File: src/rtl/lane_change_pkg.sv
// Shared types and default sizing for the lane change collector.
package lane_change_pkg;

  localparam int unsigned LANES      = 4;
  localparam int unsigned FIFO_DEPTH = 4;
  localparam int unsigned SEQ_WIDTH  = 8;
  localparam int unsigned IDX_WIDTH  = (LANES > 1) ? $clog2(LANES) : 1;

  // Field widths are fixed here; change LANES/SEQ_WIDTH together with the top overrides.
  typedef struct packed {
    logic [IDX_WIDTH-1:0] lane;
    logic                 value;
    logic [SEQ_WIDTH-1:0] seq;
  } event_t;

endpackage

File: src/rtl/event_fifo.sv
// Synchronous DEPTH-entry FIFO of event_t; head reads as zero while empty.
module event_fifo
  import lane_change_pkg::*;
#(
  parameter int unsigned DEPTH = FIFO_DEPTH
) (
  input  logic                   clk,
  input  logic                   rst,
  input  logic                   push,
  input  event_t                 din,
  input  logic                   pop,
  output event_t                 dout,
  output logic                   full,
  output logic                   empty,
  output logic [$clog2(DEPTH):0] count
);

  localparam int unsigned AW = $clog2(DEPTH);
  localparam int unsigned CW = AW + 1;

  event_t          mem [DEPTH];
  logic [AW-1:0]   wr_ptr;
  logic [AW-1:0]   rd_ptr;
  logic [CW-1:0]   cnt;
  logic            do_push;
  logic            do_pop;

  assign empty   = (cnt == '0);
  assign full    = (cnt == CW'(DEPTH));
  assign count   = cnt;
  assign do_pop  = pop && !empty;
  // A full FIFO still accepts a push when the head leaves in the same cycle.
  assign do_push = push && (!full || do_pop);
  assign dout    = empty ? '0 : mem[rd_ptr];

  always_ff @(posedge clk) begin
    if (do_push) begin
      mem[wr_ptr] <= din;
    end
  end

  always_ff @(posedge clk) begin
    if (rst) begin
      wr_ptr <= '0;
      rd_ptr <= '0;
      cnt    <= '0;
    end else begin
      if (do_push) begin
        wr_ptr <= wr_ptr + AW'(1);
      end
      if (do_pop) begin
        rd_ptr <= rd_ptr + AW'(1);
      end
      if (do_push && !do_pop) begin
        cnt <= cnt + CW'(1);
      end else if (do_pop && !do_push) begin
        cnt <= cnt - CW'(1);
      end
    end
  end

endmodule

File: src/rtl/lane_change_collector.sv
// Detects per-lane value changes and serialises them, round-robin, into an
// ordered event stream of {lane, new value, sequence number}.
module lane_change_collector
  import lane_change_pkg::*;
#(
  parameter  int unsigned N     = LANES,
  parameter  int unsigned DEPTH = FIFO_DEPTH,
  parameter  int unsigned SEQW  = SEQ_WIDTH,
  localparam int unsigned IDXW  = (N > 1) ? $clog2(N) : 1
) (
  input  logic                   clk,
  input  logic                   rst,
  input  logic [N-1:0]           lane_in,
  output logic                   out_valid,
  input  logic                   out_ready,
  output logic [IDXW-1:0]        out_lane,
  output logic                   out_value,
  output logic [SEQW-1:0]        out_seq,
  output logic [$clog2(DEPTH):0] fifo_count
);

  logic [N-1:0]    lane_prev;
  logic [N-1:0]    pending;
  logic [N-1:0]    pend_val;
  logic [N-1:0]    changed;
  logic [N-1:0]    grant_mask;
  logic [IDXW-1:0] rr_ptr;
  logic [IDXW-1:0] grant_idx;
  logic [SEQW-1:0] seq;
  logic            grant_any;
  logic            push;
  logic            pop;
  logic            full;
  logic            empty;
  event_t          push_ev;
  event_t          head_ev;
  int unsigned     cand;

  assign changed = lane_in ^ lane_prev;

  always_comb begin
    grant_any = 1'b0;
    grant_idx = '0;
    cand      = 0;
    for (int unsigned k = 0; k < N; k++) begin
      cand = (32'(rr_ptr) + k) % N;
      if (!grant_any && pending[cand]) begin
        grant_any = 1'b1;
        grant_idx = IDXW'(cand);
      end
    end
  end

  assign pop        = out_valid && out_ready;
  assign push       = grant_any && (!full || pop);
  assign grant_mask = push ? (N'(1) << grant_idx) : '0;

  always_comb begin
    push_ev       = '0;
    push_ev.lane  = grant_idx;
    push_ev.value = pend_val[grant_idx];
    push_ev.seq   = seq;
  end

  always_ff @(posedge clk) begin
    if (rst) begin
      lane_prev <= lane_in;
      pending   <= '0;
      pend_val  <= '0;
      rr_ptr    <= '0;
      seq       <= '0;
    end else begin
      lane_prev <= lane_in;
      // Clearing the grant before OR-ing in changes keeps a same-edge change pending.
      pending   <= (pending & ~grant_mask) | changed;
      pend_val  <= (pend_val & ~changed) | (lane_in & changed);
      if (push) begin
        seq    <= seq + SEQW'(1);
        rr_ptr <= (grant_idx == IDXW'(N - 1)) ? '0 : grant_idx + IDXW'(1);
      end
    end
  end

  event_fifo #(
    .DEPTH (DEPTH)
  ) u_fifo (
    .clk   (clk),
    .rst   (rst),
    .push  (push),
    .din   (push_ev),
    .pop   (pop),
    .dout  (head_ev),
    .full  (full),
    .empty (empty),
    .count (fifo_count)
  );

  assign out_valid = !empty;
  assign out_lane  = head_ev.lane;
  assign out_value = head_ev.value;
  assign out_seq   = head_ev.seq;

endmodule

File: config.mk
export PLATFORM = sky130hd
export DESIGN_NAME = lane_change_collector
export DESIGN_NICKNAME = d
export VERILOG_FILES = /design/src/rtl/lane_change_pkg.sv /design/src/rtl/event_fifo.sv /design/src/rtl/lane_change_collector.sv
export SDC_FILE = /design/constraint.sdc
export NUM_CORES = 1
export LEC_CHECK = 0
export BUFFER_PORTS_ARGS = -buffer_cell sky130_fd_sc_hd__buf_4
export CORE_ASPECT_RATIO = 2
export CORE_MARGIN = 3
export CORE_UTILIZATION = 40
export DETAILED_ROUTE_END_ITERATION = 10
export PLACE_DENSITY = 0.6
export SYNTH_ARGS = -nofsm -noshare
export SYNTH_HDL_FRONTEND = slang
export SYNTH_SLANG_ARGS = --single-unit
File: constraint.sdc
create_clock -name clk -period 4.1 [get_ports clk]
set_clock_uncertainty 0.2 [all_clocks]
set_input_delay 0 -clock clk [delete_from_list [all_inputs] [get_ports clk]]
set_output_delay 0 -clock clk [all_outputs]
set_load 0.01 [all_outputs]
==> impl_metrics.yaml <==
outcome:
  status: "finished clean"
worst_hold_path:
  min_path_type: "input pin to register"
clock_network:
  cts_tree: "built"
  cts_sinks: 75
  insertion_delay_ns: 0.32
  cts_resized: 0
  cts_max_path_buffers: 2
  root_buffer: "clkbuf_16"
  htree_levels: 3
  cts_made_buffers: 9
  clk_pin_slew_worst_paths_ns: 0.05
route:
  ant_nets: 0
  drc: 0
  drt-initial-drc-count: 47
  dr.pass1.iters: 4
  routedWlPerCell_um: 14.2
  via_per_inst: 4.79
  vias: 1699
  routed_wl_um: 5050
worst_setup_path:
  crit_arrival_ns: 2.67
  cp_max_fo: 13
  max_stage_delay_ns: 0.71
  crit_path_start_kind: "register"
  end_kind: "register"
  crit_type: "register to register"
  cp_slowest_cell: "or4b_1"
  crit_chain: "or4b_1 -> o41ai_4 -> inv_6 -> ha_1 -> inv_1 -> fa_1 -> xor2_1 -> or3_1 -> a21oi_1"
  crit_buf_inv: 2
  worst_ep_required_time_ns: 4.16
  cp_top_family: "simple AND/OR/NAND/NOR gates"
logic_synthesis:
  synth_cell_types: 33
  synth.yosys.seq_area_share_pct: 62.6
  postSynthNetCount: 247
  ys_warn_count: 0
  synth_edf_count: 44
  synth-async-reset-ratio_pct: 0
  synth_cells: 229
  synth-seq-cells: 75
  avgSynthCellArea_um2: 13.6
  synth_flop_cell: "edfxtp_1"
  netlist_area_um2: 3100
global_routing:
  antenna_found_initial: 0
  grt_pass1_wl_um: 8510
  grt_pass1_vias: 1711
  grt_usage_pct: 13.4
  grt-ovfl-total: 0
  grt_max_degree: 27
finish:
  area_growth_pct: 19.2
  layout.nets: 277
  utilization_pct: 50.1
  antenna_cells: 0
  fin_area_um2: 3700
  drive_above_1_share_pct: 20.5
placed_design:
  port_buffers: 21
  dp_hpwl_um: 3620
  placed_cell_area_um2: 3330
  routabilityCongestion: 0.767
timing:
  slew_headroom_pct: 47.4
  worst_slew_pin_slew_ns: 0.786
  setup_viol: 0
  finalSetupTns_ns: 0
  rsz0062_at_grt: "false"
  max_freq_ghz: 0.383
  worst_hold_slack_ns: 0.142
  hold_viol_final: 0
  min_period_over_period_pct: 63.7
  slew_violations: 0
  min_period_ns: 2.61
power_and_ir_drop:
  ir_drop_mv: 0.389
  p_per_area_nw_per_um2: 706
  p_leak_nw: 1.39
  finalPower_mw: 2.61
floorplan:
  die_w_um: 68.3
  io_pins: 22
  initial_core_util_pct: 42.1
  die_area_um2: 8910
  core_um2: 7380
  rows: 44
  die_h_um: 131
flow_run:
  maxCapViolations: 0
-- metal layers --
layer,wire (µm),part of all wire (%),global-route usage [%],up-vias
met5,0,0,0,-
met4,102,2.0,6.33,0
met3,131,2.6,3.08,7
met2,2870,57,24.2,24
met1,1940,38,14.0,799
li1,-,-,-,869
-- report_power, final --
group          internal, mW  switching [mW]  total (mW)
registers             0.998           0.116        1.11
logic                 0.364           0.334       0.699
clock network         0.527           0.270       0.797
-- path summary, 6_finish.rpt --
check / startpoint / endpoint / slack [ns] / depth (start not counted)
min: lane_in[0] / lane_prev[0] / 0.14 / 2
min reg2reg: register / register / 0.25 / 2
max: u_fifo.count[0] / u_fifo.count[2] / 1.49 / 9
max reg2reg: u_fifo.count[0] / u_fifo.count[2] / 1.49 / 9
-- cells by family (layout without fill, tap and decap cells) --
| logic type | count (synthesis) | count (layout) | synth area share [%] |
|---|---|---|---|
| muxes | 16 | 16 | 9.60 |
| adders and majority gates | 11 | 11 | 4.68 |
| buffers and inverters | 17 | 51 | 2.74 |
| DFF | 75 | 75 | 62.6 |
| xor gates and xnor gates | 13 | 13 | 3.67 |
| AOI/OAI and AO/OA | 19 | 19 | 4.27 |
| and+or+nand+nor | 78 | 78 | 12.5 |
-- sequential cells by signal (all words and copies together) (netlist names), named ones only --
register and flops:
u_fifo.wr_ptr 2, lane_prev 4, pending 4, u_fifo.count 3, rr_ptr 2, u_fifo.rd_ptr 2, seq 8, u_fifo.mem 44
-- placed cells by master, fill, tap and decap left out, types with 2 or more instances in the layout --
master	instances
and2_1	11
dfxtp_1	31
nor2_1	23
nand2b_1	6
mux4_2	11
xnor2_1	5
a21oi_1	10
clkbuf_16	9
buf_4	21
nor2b_1	3
dlygate4sd3_1	6
clkinv_2	2
xor2_1	8
bufinv_16	2
edfxtp_1	44
ha_1	10
nand2_1	20
mux2i_1	5
and2_2	4
nand3_1	3
nor3_1	2
inv_1	8
o21ai_0	3
a31oi_1	3
-- through the flow --
stage,worst slack [ns],instances
detailed placement,1.47,334
finish,1.49,355
CTS,1.44,355
global route,1.33,355
global placement,1.50,334
floorplan,1.60,229
-- final cells by class --
| class | count | area (µm²) |
|---|---|---|
| Multi-Input combinational cell | 137 | 1080 |
| Timing Repair Buffer | 27 | 218 |
| Sequential cell | 75 | 1940 |
| Inverter | 9 | 38.8 |
| Tap cell | 92 | 115 |
| Clock inverter | 5 | 78.8 |
| Fill cell | 690 | 3680 |
| Clock buffer | 10 | 229 |
-- what timing repair did --
item | in CTS | in global routing
buffers inserted | 0 | 0
hold endpoints to repair | 31 | 0
hold buffers | 6 | 0
endpoints found under the setup margin | 0 | 0
-- Yosys cell counts (4+ instances only) --
cell | number | area share, %
ha_1 | 10 | 4.0
mux2i_1 | 5 | 1.6
dfxtp_1 | 31 | 20
nand2b_1 | 6 | 1.2
and2_2 | 4 | 0.97
nor2_1 | 23 | 2.8
edfxtp_1 | 44 | 43
and2_1 | 11 | 2.2
mux4_2 | 11 | 8.0
clkbuf_1 | 5 | 0.60
nand2_1 | 20 | 2.4
a21oi_1 | 10 | 1.6
xnor2_1 | 5 | 1.4
xor2_1 | 8 | 2.3
inv_1 | 8 | 0.97
Power figures use the tool's default switching activity.
